===== src/rtl/demux_dispatcher_if.sv =====
// Producer/consumer handshake bundle for demux_dispatcher: one input stream,
// one shared data bus with per-lane valid/ready.
interface demux_dispatcher_if #(
    parameter int WIDTH = 8
);
    logic [WIDTH-1:0] in_data;
    logic             in_valid;
    logic             in_ready;
    logic [WIDTH-1:0] out_data;
    logic [3:0]       out_valid;
    logic [3:0]       out_ready;
    logic [1:0]       sel;

    // slave: the dispatcher itself
    modport slave (
        input  in_data, in_valid, out_ready,
        output in_ready, out_data, out_valid, sel
    );

    // master: the surrounding producer and lanes
    modport master (
        output in_data, in_valid, out_ready,
        input  in_ready, out_data, out_valid, sel
    );
endinterface


===== src/rtl/demux_dispatcher.sv =====
// One-word holding stage that routes each word to one of four lanes, either a
// fixed lane or a work-conserving round-robin pick, with saturating lane counts.
module demux_dispatcher #(
    parameter int WIDTH = 8,
    parameter int CNT_W = 8
) (
    input  logic                 clk,
    input  logic                 rst,
    demux_dispatcher_if.slave    bus,
    input  logic                 mode,
    input  logic [1:0]           fix_sel,
    input  logic                 clr_cnt,
    output logic [4*CNT_W-1:0]   cnt
);
    typedef enum logic {EMPTY, FULL} state_t;

    state_t           state_reg, state_next;
    logic [WIDTH-1:0] data_reg, data_next;
    logic [1:0]       sel_reg, sel_next;
    logic [3:0]       valid_reg, valid_next;
    logic [1:0]       ptr_reg, ptr_next;
    logic             out_fire, in_fire, in_ready;
    logic [1:0]       lane;

    assign out_fire = (state_reg == FULL) && bus.out_ready[sel_reg];
    assign in_ready = !rst && ((state_reg == EMPTY) || out_fire);
    assign in_fire  = bus.in_valid && in_ready;

    // A same-cycle refill searches from the pointer as it will be after the drain.
    assign ptr_next = out_fire ? 2'(sel_reg + 2'd1) : ptr_reg;

    always_comb begin
        lane = ptr_next;
        if (mode) begin
            lane = fix_sel;
        end else begin
            // Descending scan so the smallest circular offset wins.
            for (int i = 3; i >= 0; i--) begin
                if (bus.out_ready[2'(ptr_next + 2'(i))]) begin
                    lane = 2'(ptr_next + 2'(i));
                end
            end
        end
    end

    always_comb begin
        state_next = state_reg;
        data_next  = data_reg;
        sel_next   = sel_reg;
        valid_next = valid_reg;
        if (in_fire) begin
            state_next = FULL;
            data_next  = bus.in_data;
            sel_next   = lane;
            valid_next = 4'b0001 << lane;
        end else if (out_fire) begin
            state_next = EMPTY;
            valid_next = 4'b0000;
        end
    end

    always_ff @(posedge clk or posedge rst) begin
        if (rst) begin
            state_reg <= EMPTY;
            data_reg  <= '0;
            sel_reg   <= '0;
            valid_reg <= '0;
            ptr_reg   <= '0;
        end else begin
            state_reg <= state_next;
            data_reg  <= data_next;
            sel_reg   <= sel_next;
            valid_reg <= valid_next;
            ptr_reg   <= ptr_next;
        end
    end

    assign bus.in_ready  = in_ready;
    assign bus.out_data  = data_reg;
    assign bus.out_valid = valid_reg;
    assign bus.sel       = sel_reg;

    generate
        for (genvar gi = 0; gi < 4; gi++) begin : g_lane
            logic [CNT_W-1:0] cnt_reg;
            always_ff @(posedge clk or posedge rst) begin
                if (rst) begin
                    cnt_reg <= '0;
                end else if (clr_cnt) begin
                    cnt_reg <= '0;
                end else if (out_fire && (sel_reg == 2'(gi)) && (cnt_reg != {CNT_W{1'b1}})) begin
                    cnt_reg <= cnt_reg + 1'b1;
                end
            end
            assign cnt[gi*CNT_W +: CNT_W] = cnt_reg;
        end
    endgenerate
endmodule


===== src/flat_wrapper.sv =====
// flat-port wrapper written by rule: the top's interface ports become plain ports
module demux_dispatcher_flat 
#(
    parameter int WIDTH = 8,
    parameter int CNT_W = 8
)
  (clk, rst, mode, fix_sel, clr_cnt, cnt, bus_in_data, bus_in_valid, bus_out_ready, bus_in_ready, bus_out_data, bus_out_valid, bus_sel);
  demux_dispatcher_if #(.WIDTH(WIDTH)) bus_i ();
  input  logic clk;
  input  logic rst;
  input  logic mode;
  input  logic [1:0] fix_sel;
  input  logic clr_cnt;
  output logic [4*CNT_W-1:0] cnt;
  input wire logic [$bits(bus_i.in_data)-1:0] bus_in_data;
  input wire logic [$bits(bus_i.in_valid)-1:0] bus_in_valid;
  input wire logic [$bits(bus_i.out_ready)-1:0] bus_out_ready;
  output wire logic [$bits(bus_i.in_ready)-1:0] bus_in_ready;
  output wire logic [$bits(bus_i.out_data)-1:0] bus_out_data;
  output wire logic [$bits(bus_i.out_valid)-1:0] bus_out_valid;
  output wire logic [$bits(bus_i.sel)-1:0] bus_sel;
  assign bus_i.in_data = bus_in_data;
  assign bus_i.in_valid = bus_in_valid;
  assign bus_i.out_ready = bus_out_ready;
  assign bus_in_ready = bus_i.in_ready;
  assign bus_out_data = bus_i.out_data;
  assign bus_out_valid = bus_i.out_valid;
  assign bus_sel = bus_i.sel;
  demux_dispatcher #(.WIDTH(WIDTH), .CNT_W(CNT_W)) u_core (.clk(clk), .rst(rst), .bus(bus_i), .mode(mode), .fix_sel(fix_sel), .clr_cnt(clr_cnt), .cnt(cnt));
endmodule

===== config.mk =====
export PLATFORM = sky130hd
export DESIGN_NAME = demux_dispatcher_flat
export DESIGN_NICKNAME = d
export VERILOG_FILES = /design/src/rtl/demux_dispatcher_if.sv /design/src/rtl/demux_dispatcher.sv /design/src/flat_wrapper.sv
export SDC_FILE = /design/constraint.sdc
export NUM_CORES = 1
export LEC_CHECK = 0
export BUFFER_PORTS_ARGS = -buffer_cell sky130_fd_sc_hd__buf_2
export CAP_MARGIN = 20
export CORE_UTILIZATION = 53
export CTS_BUF_LIST = sky130_fd_sc_hd__clkbuf_16
export DETAILED_ROUTE_END_ITERATION = 10
export MAX_ROUTING_LAYER = met4
export PLACE_DENSITY_LB_ADDON = 0.12
export SKIP_CTS_REPAIR_TIMING = 1
export SLEW_MARGIN = 20
export SYNTH_ARGS = -nofsm -noshare
export SYNTH_HDL_FRONTEND = slang
export SYNTH_SLANG_ARGS = --single-unit
export TNS_END_PERCENT = 30

===== constraint.sdc =====
create_clock -name clk -period 3.2 [get_ports clk]
set_clock_uncertainty 0.2 [all_clocks]
set_input_delay 0 -clock clk [delete_from_list [all_inputs] [get_ports clk]]
set_output_delay 0 -clock clk [all_outputs]
set_load 0.02 [all_outputs]

* After elaboration in Yosys (flattened, before gate mapping) *
Index checks and enable logic that the tools add are counted.

word-level totals
  register bits = 49
  input bits = 19
  output and inout port bits = 47
  word-level logic and storage cells = 78

operators by class
  $add $sub $neg = 8
  $lt $le $gt $ge = 5
  eq/ne operators = 7
  shifts and indexed selects = 1
  muxes and demuxes = 28
  bitwise operators = 1
  reductions and logical operators = 19

operators by type and width
  cell                 count
  $mux 8               8
  $add 8x1->8 const B  4
  $ne 8x8->1 const B   4
  $lt 2x3->1 const B   5
  $mux 2               6
  $logic_and 1x1->1    11
  $bmux 1 s2           5
  $reduce_bool 2->1    5
  $mux 4               2
  $mux 1               7
  $add 2x1->2 const B  2
  $add 2x2->2 const B  2
  $eq 2x2->1 const B   2
  $shl 1x2->4 const A  1
  $eq 2x1->1 const B   1
  $logic_not 2->1      1
  $logic_not 1->1      1
  $logic_or 1x1->1     1
  $not 1->1            1

* Logic depth before layout (Yosys ltp) *
Gate-level depths: netlist of the first run.

  depth in word-level cells = 14
  gate-level depth with buffers = 8
  depth with buffers taken out = 7

* Least setup slack after synthesis of the first run *
OpenSTA, ideal clock, no wires.

  path kind = register to register
  start = register u_core.sel_reg[1], in the netlist u_core.bus.sel[1]
  end = register u_core.valid_reg[3], in the netlist u_core.bus.out_valid[3]
  library setup time = 0.118 ns
  arrival = 2.166 ns
  required time = 2.882 ns
  slack = 0.716 ns
  stages on the path, launching flop included = 7
  path buffers = 0
  clock period less this slack = 2.484 ns
  cell sequence = dfrtp_1 mux2i_2 a2bb2oi_4 mux2i_2 a32oi_1 o31ai_2 a2bb2o_4

between the ends
  word-level cells in the longest chain between the ends = 14
  elaborated cells between the ends (all ways) = 27
  those cells by class = 4 x add/sub; 1 x shift; 17 x mux; 5 x reduce/logical

RTL lines
  what                          line                                            source
  start, declared               demux_dispatcher.sv:19                          logic [1:0] sel_reg, sel_next;
  start signal, assigned        demux_dispatcher.sv:72                          sel_reg <= sel_next;
  $bmux 1 s2                    demux_dispatcher.sv:25                          assign out_fire = (state_reg == FULL) && bus.out_ready[sel_reg];
  $mux 1 (not written as such)  demux_dispatcher.sv:25
  $logic_and 1x1->1             demux_dispatcher.sv:25
  $mux 2                        demux_dispatcher.sv:30                          assign ptr_next = out_fire ? 2'(sel_reg + 2'd1) : ptr_reg;
  $add 2x2->2                   demux_dispatcher.sv:39, demux_dispatcher.sv:40
  $bmux 1 s2                    demux_dispatcher.sv:39                          if (bus.out_ready[2'(ptr_next + 2'(i))]) begin
  $mux 1 (not written as such)  demux_dispatcher.sv:39
  $mux 2 (4 in a row)           demux_dispatcher.sv:39
  $mux 2                        demux_dispatcher.sv:34                          if (mode) begin
  $shl 1x2->4                   demux_dispatcher.sv:55                          valid_next = 4'b0001 << lane;
  $mux 4                        demux_dispatcher.sv:51                          if (in_fire) begin
  end signal, assigned          demux_dispatcher.sv:73                          valid_reg <= valid_next;
  end, declared                 demux_dispatcher.sv:20                          logic [3:0] valid_reg, valid_next;

Parallel ways exist; a longest one is shown, timed or not. The select of a mux whose other input is x is not followed.
A chain may end at the register's enable or synchronous reset.

* Worst setup path in the final report of the first run *
Same ends and word-level chain as after synthesis.

==> results of run 1 <==
-- worst max-delay path, delay by kind of cell, from the launching register on --
kind               cells  cell delay (ns)
DFF                    1             0.55
muxes                  2             0.78
AOI/OAI and AO/OA      4             1.00
-- synth_stat cells (all sizes together) (5+ instances only) --
library cell | instances | area share (%)
dfrtp | 49 | 47
nor2 | 34 | 4.9
nand2 | 19 | 2.7
xnor2 | 17 | 5.7
nand3 | 13 | 2.5
o21ai | 10 | 1.9
xor2 | 10 | 3.3
a21oi | 9 | 1.7
mux2 | 9 | 4.0
nand4 | 9 | 2.1
ha | 8 | 3.8
and3 | 7 | 1.7
buf | 5 | 0.95
inv | 5 | 0.71
-- layer usage --
layer	vias to the layer above	track usage [%]	share of wire (%)
met1	1034	30.1	45
met4	0	7.63	1.2
met3	6	5.42	4.9
met5	-	-	0
met2	64	37.6	49
li1	1070	-	-
-- per-stage QoR --
step	cells	cell area [um^2]	util, %	hold WS, ns	total power [uW]
finish	401	3260	68.5	-0.0130	2150
global route	401	3260	68.5	0.0215	2270
CTS	390	3150	66.2	-0.295	2150
detailed placement	383	3010	63.3	0.0164	1640
global placement	383	3010	63.3	0.0164	1620
floorplan	258	2630	-	-0.137	1420
-- report_power, final --
group	internal [uW]	switching, uW
clock	284	229
sequential	727	120
combinational	330	464
total	1340	813
-- final cells by class --
| cell class | count | area, um^2 | share of cell area, % |
|---|---|---|---|
| multi-input combinational | 195 | 1340 | 41.2 |
| sequential | 49 | 1230 | 37.6 |
| timing repair buffer | 78 | 450 | 13.8 |
| clock buffer | 5 | 125 | 3.84 |
| tap | 67 | 83.8 | 2.57 |
| inverter | 5 | 18.8 | 0.576 |
| clock inverter | 2 | 12.5 | 0.384 |
-- worst paths after layout --
check / start / to / slack (ns) / depth (start not counted)
max: u_core.bus.sel[1]$_DFFE_PP0P_ / u_core.bus.out_valid[3]$_DFFE_PP0P_ / 0.55 / 6
min: clr_cnt / u_core.g_lane[3].cnt_reg[6]$_DFFE_PP0P_ / -0.01 / 2
max reg2reg: u_core.bus.sel[1]$_DFFE_PP0P_ / u_core.bus.out_valid[3]$_DFFE_PP0P_ / 0.55 / 6
min reg2reg: u_core.bus.out_valid[0]$_DFFE_PP0P_ / u_core.bus.out_valid[0]$_DFFE_PP0P_ / 0.31 / 1
max in group asynchronous: rst / u_core.ptr_reg[1]$_DFF_PP0_ / 2.16 / 4
min in group asynchronous: rst / u_core.g_lane[2].cnt_reg[7]$_DFFE_PP0P_ / 0.23 / 4
-- logic make-up after synthesis --
| group | after synthesis |
|---|---|
| AND/OR/NAND/NOR | 108 |
| flip-flops | 49 |
| AO/OA/AOI/OAI | 39 |
| XOR/XNOR | 27 |
| buffers and inverters | 14 |
| multiplexers | 13 |
| adder cells (fa/ha/maj) | 8 |
==> out/metrics.yaml, run 1 <==
drt_pass1_iterations: 4
synth_area_um2: 2630
slew-limit-headroom_pct: 59.1
place_ws_ns: 0.583
syn_to_final_growth_pct: 24.1
grt_pass1_wl_um: 9250
hold_slack_ns: -0.0130
max_freq_mhz: 378
setup_viol: 0
largest_reg_flops: 32
crit_path_start_kind: "register"
cts_inserted_buffers: 5
n_fill_cell: 386
gp_congestion: 0.892
die_h_um: 72.4
start_util_pct: 55.2
worstMarginPinSlew_ns: 0.613
rows: 25
ys_ff_latch: 49
overflow: 0
synth_edf_count: 0
endpoint_kind: "register"
synth.distinct_cells: 49
io_buffers: 65
viasPerCell: 5.42
cts_buffer_depth: 2
antenna_found_initial: 0
slowest_stage: "dfrtp_1"
track_usage_pct: 23.7
fin_setup_tns_ns: 0
cts.htree.levels: 2
drive_above_1_share_pct: 27.2
die_area_um2: 5240
syn_nets: 285
io_pins: 66
period_share_pct: 82.7
rsz0062_at_grt: "no"
synth_compound_area_share_pct: 11.1
diodes: 0
wl_per_cell_um: 14.6
num-nets-final: 361
cp_common_cell: "mux2i_2"
async_flop_share_pct: 100
status: "finished, violations left"
seq_area_frac_synth_pct: 46.7
syn_area_per_cell_um2: 10.2
path_clk_slew_ns: 0.07
grt_max_degree: 51
initialDrtViolationCount: 140
cp.required_ns: 3.18
synth-xor-area-share_pct: 9.00
syn-instance-count: 258
min_period_ns: 2.65
p_per_area_nw_per_um2: 661
hp-class: "in -> reg"
clock_sinks: 49
cp_data_arrival_time_ns: 2.63
final_antenna_net_count: 0
die_w_um: 72.4
synthSimpleGateAreaFrac_pct: 21.3
final_common_cell: "buf_2"
violations: "negative hold slack"
slew_viol_final: 0
worstSkewPairLatency_ns: 0.29
p_leak_uw: 0.00158
synth_warnings: 0
clk_root_buffer_cell: "clkbuf_16"
vias: 2174
path_max_fanout: 9
setup_ws_ns: 0.553
synthMuxAreaShare_pct: 5.81
routed_wl_um: 5850
peakVddDrop_v: 0.000536
synth-main-ff-cell: "dfrtp_1"
grt_pass1_vias: 1970
crit_type: "reg -> reg"
drv_cap: 0
slowest_delay_ns: 0.55
path_cells: "mux2i_2, a2bb2oi_4, mux2i_2, a32oi_1, o31ai_2, a2bb2o_4"
core_um2: 4750
synth_top_family_by_area: "simple AND/OR/NAND/NOR gates"
cts_tree: "built"
synth_fa_ha_area_share_pct: 3.81
hold_viol: 7
layout_common_cells: "buf_2 (65), dfrtp_1 (49), nor2_1 (34)"
drc: 0
dp_hpwl_um: 3920
Note: power is estimated with default switching activity, not from simulation.
==> run 2, diff against run 1 <==
==> constraint.sdc (replaced) <==
create_clock -name clk -period 2.7 [get_ports clk]
set_clock_uncertainty 0.2 [all_clocks]
set_input_delay 0 -clock clk [delete_from_list [all_inputs] [get_ports clk]]
set_output_delay 0 -clock clk [all_outputs]
set_load 0.02 [all_outputs]
==> run 2 against run 1 <==
  * The flow still finishes with violations (negative hold slack)
  * Non-clock buffer count up 2
  * Wire length up 0.24%
  * Sequential power up 19%
  * Sequential cell count unchanged
  * Clock power up 23%
  * Count of clock-buffer cells in the layout unchanged
  * Core utilization up 0.79 points
  * Global-route usage about the same
  * Sequential share of layout area down 0.35 points
  * Design area up 1.2%
  * Via count up 1.5%
  * Largest power group unchanged
==> out/metrics.yaml, run 2 (synthesis results as in run 1) <==
num-nets-final: 363
clkPwrFrac_pct: 24.3
start_util_pct: 55.2
routed_wl_um: 5860
slew_viol_final: 0
drc: 0
path_clk_slew_ns: 0.07
worstSkewPairLatency_ns: 0.29
clock_sinks: 49
track_usage_pct: 23.7
intPower_uw: 1610
power.switching_uw: 981
gp_congestion: 0.903
core_um2: 4750
slew-limit-headroom_pct: 62.4
switching_share_pct: 37.9
instances_no_fill: 404
min_period_ns: 2.51
cts_inserted_buffers: 5
syn_to_final_growth_pct: 25.5
status: "finished, violations left"
max_freq_mhz: 398
die_w_um: 72.4
crit_path_start: "u_core.bus.sel[1]$_DFFE_PP0P_"
vias: 2206
viasPerCell: 5.46
place_ws_ns: 0.0664
drt_pass1_iterations: 4
p_per_area_nw_per_um2: 786
path_max_fanout: 9
grt_pass1_vias: 2009
cts.htree.levels: 2
setup_ws_ns: 0.190
cp.required_ns: 2.68
crit_path_start_kind: "register"
clk_root_buffer_cell: "clkbuf_16"
die_h_um: 72.4
drive_above_1_share_pct: 28.5
grt_pass1_wl_um: 9290
p_leak_uw: 0.00158
overflow: 0
regToRegStartpoint: "u_core.bus.sel[1]$_DFFE_PP0P_"
drv_cap: 0
hold_slack_ns: -0.0233
antenna_found_initial: 0
dp.cells: 384
peakVddDrop_v: 0.000669
cp_data_arrival_time_ns: 2.49
fin_setup_tns_ns: 0
cts_buffer_depth: 2
crit_type: "reg -> reg"
power_frac_comb_pct: 36.8
hp-class: "in -> reg"
n_fill_cell: 381
initialDrtViolationCount: 105
hold_viol: 8
pwr-share-seq_pct: 38.9
period_share_pct: 93.0
cts_tree: "built"
rsz0062_at_grt: "no"
placed_cell_area_um2: 3020
wl_per_cell_um: 14.5
worstMarginPinSlew_ns: 0.564
endpoint_kind: "register"
layout_common_cells: "buf_2 (65), dfrtp_1 (47), nor2_1 (34)"
dp_hpwl_um: 4000
rows: 25
diodes: 0
largest_reg_flops: 32
io_pins: 66
violations: "negative hold slack"
finalInstanceArea_um2: 3300
grt_max_degree: 44
io_buffers: 65
setup_viol: 0
worst_hold_startpoint: "fix_sel[1]"
final_antenna_net_count: 0
final_common_cell: "buf_2"
die_area_um2: 5240
[run 2: final timing paths]
| path | slack (ns) | end | depth (start not counted) |
|---|---|---|---|
| max | 0.19 | u_core.bus.out_valid[3]$_DFFE_PP0P_ | 6 |
| min | -0.02 | u_core.bus.sel[1]$_DFFE_PP0P_ | 4 |
| max reg2reg | 0.19 | u_core.bus.out_valid[3]$_DFFE_PP0P_ | 6 |
| min reg2reg | 0.29 | u_core.bus.out_valid[1]$_DFFE_PP0P_ | 1 |
| max in group asynchronous | 0.98 | u_core.bus.sel[0]$_DFFE_PP0P_ | 5 |
| min in group asynchronous | 0.52 | u_core.bus.out_valid[0]$_DFFE_PP0P_ | 4 |
[run 2: cell type report]
class / instances / area, um^2 / share of cell area [%]
Tap cell: 67 / 83.8 / 2.54
Clock inverter: 3 / 21.3 / 0.645
Clock buffer: 5 / 125 / 3.80
Timing Repair Buffer: 80 / 468 / 14.2
Multi-Input combinational cell: 195 / 1350 / 41.0
Sequential cell: 49 / 1230 / 37.3
Inverter: 5 / 18.8 / 0.569
[run 2: metal layers]
layer	track usage, %	part of all wire (%)	vias up
met4	8.06	1.5	0
met5	-	0	-
met2	37.2	51	58
met1	30.5	43	1067
met3	5.00	4.3	8
li1	-	-	1073
[run 2: power groups by stage]
| stage | clock network, uW | logic, uW | registers (uW) |
|---|---|---|---|
| CTS | 638 | 937 | 999 |
| floorplan | 0 | 577 | 1100 |
| global placement | 0 | 916 | 1000 |
| finish | 630 | 953 | 1010 |
| global route | 676 | 1040 | 1030 |
| detailed placement | 0 | 928 | 1010 |
[run 2: critical path, stage by stage (launching register included)]
cell and delay [ns]:
dfrtp_2 0.48, mux2i_4 0.37, a2bb2oi_4 0.27, mux2i_2 0.33, a32oi_1 0.14, o31ai_2 0.36, a2bb2o_4 0.24
[run 2: metrics by stage]
stage / util [%] / total power, uW / hold slack [ns]
floorplan: - / 1680 / -0.137
global placement: 63.5 / 1920 / -0.291
detailed placement: 63.5 / 1940 / -0.284
CTS: 66.6 / 2570 / -0.600
global route: 69.3 / 2740 / 0.0203
finish: 69.3 / 2590 / -0.0233
==> run 3, diff against run 2 <==
--- a/config.mk
+++ b/config.mk
@@ -5,7 +5,7 @@
 export SDC_FILE = /design/constraint.sdc
 export NUM_CORES = 1
 export LEC_CHECK = 0
-export BUFFER_PORTS_ARGS = -buffer_cell sky130_fd_sc_hd__buf_2
+export BUFFER_PORTS_ARGS = -buffer_cell sky130_fd_sc_hd__buf_4
 export CAP_MARGIN = 20
 export CORE_UTILIZATION = 53
 export CTS_BUF_LIST = sky130_fd_sc_hd__clkbuf_16
==> run 3 against run 2 <==
  * The run still ends with negative hold slack left
  * Maximum frequency shrank 1.9%
  * Total power up 2.2%
  * Non-clock buffer count is 3 higher
  * Sequential cell count stayed put
  * Largest cell class unchanged
==> out/metrics.yaml, run 3 (synthesis results as in run 1) <==
status: "finished, violations left"
violations: "negative hold slack"
rr_worst_depth: 8
start_util_pct: 55.2
path_clk_slew_ns: 0.06
cts.htree.levels: 2
slew_viol_final: 0
drv_cap: 0
slew-limit-headroom_pct: 59.9
gp_congestion: 0.900
clk_root_buffer_cell: "clkbuf_16"
die_h_um: 72.4
critPathBufInv: 2
largest_reg_flops: 32
max_freq_mhz: 391
viasPerCell: 5.50
worstMarginPinSlew_ns: 0.601
drt_pass1_iterations: 4
rows: 25
cts_inserted_buffers: 5
grt_pass1_wl_um: 9650
final_antenna_net_count: 0
die_area_um2: 5240
wl_per_cell_um: 14.5
peakVddDrop_v: 0.000549
initialDrtViolationCount: 136
hold_viol: 1
dp_hpwl_um: 4020
cp.required_ns: 2.67
syn_to_final_growth_pct: 31.9
io_buffers: 65
cts_buffer_depth: 2
diodes: 0
path_max_fanout: 5
num-nets-final: 366
final_common_cell: "buf_4"
path_cells: "buf_4, inv_1, ha_1, o31ai_1, a22oi_1, a32oi_1, o31ai_2, a22o_1"
io_pins: 66
slowest_stage: "dfrtp_1"
drc: 0
crit_type: "reg -> reg"
cp_data_arrival_time_ns: 2.53
slowest_delay_ns: 0.46
layout_common_cells: "buf_4 (70), dfrtp_1 (48), nor2_1 (34)"
setup_viol: 0
endpoint_kind: "register"
min_period_ns: 2.56
period_share_pct: 94.7
grt_max_degree: 49
critical_path.top_delay_family: "compound AO/OA/AOI/OAI gates"
grt_pass1_vias: 2076
holdPathStages: 4
vias: 2234
hp-class: "in -> reg"
placed_cell_area_um2: 3200
track_usage_pct: 24.4
drive_above_1_share_pct: 28.0
core_um2: 4750
cts_tree: "built"
crit_cells: 8
worstSkewPairLatency_ns: 0.28
clock_sinks: 49
finalInstanceArea_um2: 3460
fin_setup_tns_ns: 0
rsz0062_at_grt: "no"
p_per_area_nw_per_um2: 764
hold_slack_ns: -0.0194
overflow: 0
p_leak_uw: 0.00161
crit_path_start_kind: "register"
die_w_um: 72.4
antenna_found_initial: 0
routed_wl_um: 5880
==> run 3: changes by cell type in the layout (fill, tap and decap cells not counted), sizes merged <==
| cell | delta |
|---|---|
| buf | +2 |
| dlygate4sd3 | +1 |
| inv | -1 |
==> run 3: stage by stage <==
step	total power [uW]	setup WS (ns)	utilization, %	instances	hold slack [ns]
2_1_floorplan	1680	0.216	-	258	-0.137
3_3_place_gp	2010	0.267	67.2	386	-0.336
3_5_place_dp	2030	0.162	67.2	386	-0.337
4_1_cts	2640	0.151	70.1	393	-0.640
5_1_grt	2800	0.0558	72.8	406	0.0190
6_report	2650	0.142	72.8	406	-0.0194
==> run 3: area by class of cell <==
type                            instances  area, um^2
Clock buffer                            5         125
Fill cell                             364        1290
Inverter                                5        18.8
Tap cell                               67        83.8
Clock inverter                          2        11.3
Timing Repair Buffer                   83         656
Multi-Input combinational cell        195        1340
Sequential cell                        49        1230
==> run 3: worst min-delay path: stages <==
cell and delay (ns):
buf_4 0.07, nand2b_1 0.12, o31ai_2 0.10, o21ai_0 0.14
==> run 3: power by group <==
| part | leakage, uW | internal [uW] | switching, uW |
|---|---|---|---|
| sequential | 0.000652 | 863 | 140 |
| combinational | 0.000893 | 478 | 572 |
| clock | 0.0000633 | 335 | 259 |
==> run 3: final timing paths <==
check,from,endpoint,slack (ns)
worst min-delay path,fix_sel[1],u_core.bus.sel[1]$_DFFE_PP0P_,-0.02
worst max-delay path,u_core.bus.sel[1]$_DFFE_PP0P_,u_core.bus.out_valid[0]$_DFFE_PP0P_,0.14
min in group asynchronous,rst,u_core.bus.out_valid[1]$_DFFE_PP0P_,0.49
worst max register to register,u_core.bus.sel[1]$_DFFE_PP0P_,u_core.bus.out_valid[0]$_DFFE_PP0P_,0.14
max in group asynchronous,rst,u_core.bus.sel[0]$_DFFE_PP0P_,1.02
worst min register to register,u_core.bus.out_valid[1]$_DFFE_PP0P_,u_core.bus.out_valid[1]$_DFFE_PP0P_,0.31
==> run 3: routing by layer <==
metal	vias up	routed length, um	GRT usage, %
li1	1081	-	-
met1	1073	2640	31.9
met2	72	2950	38.9
met3	8	237	4.17
met4	0	55	7.84
met5	-	0	-
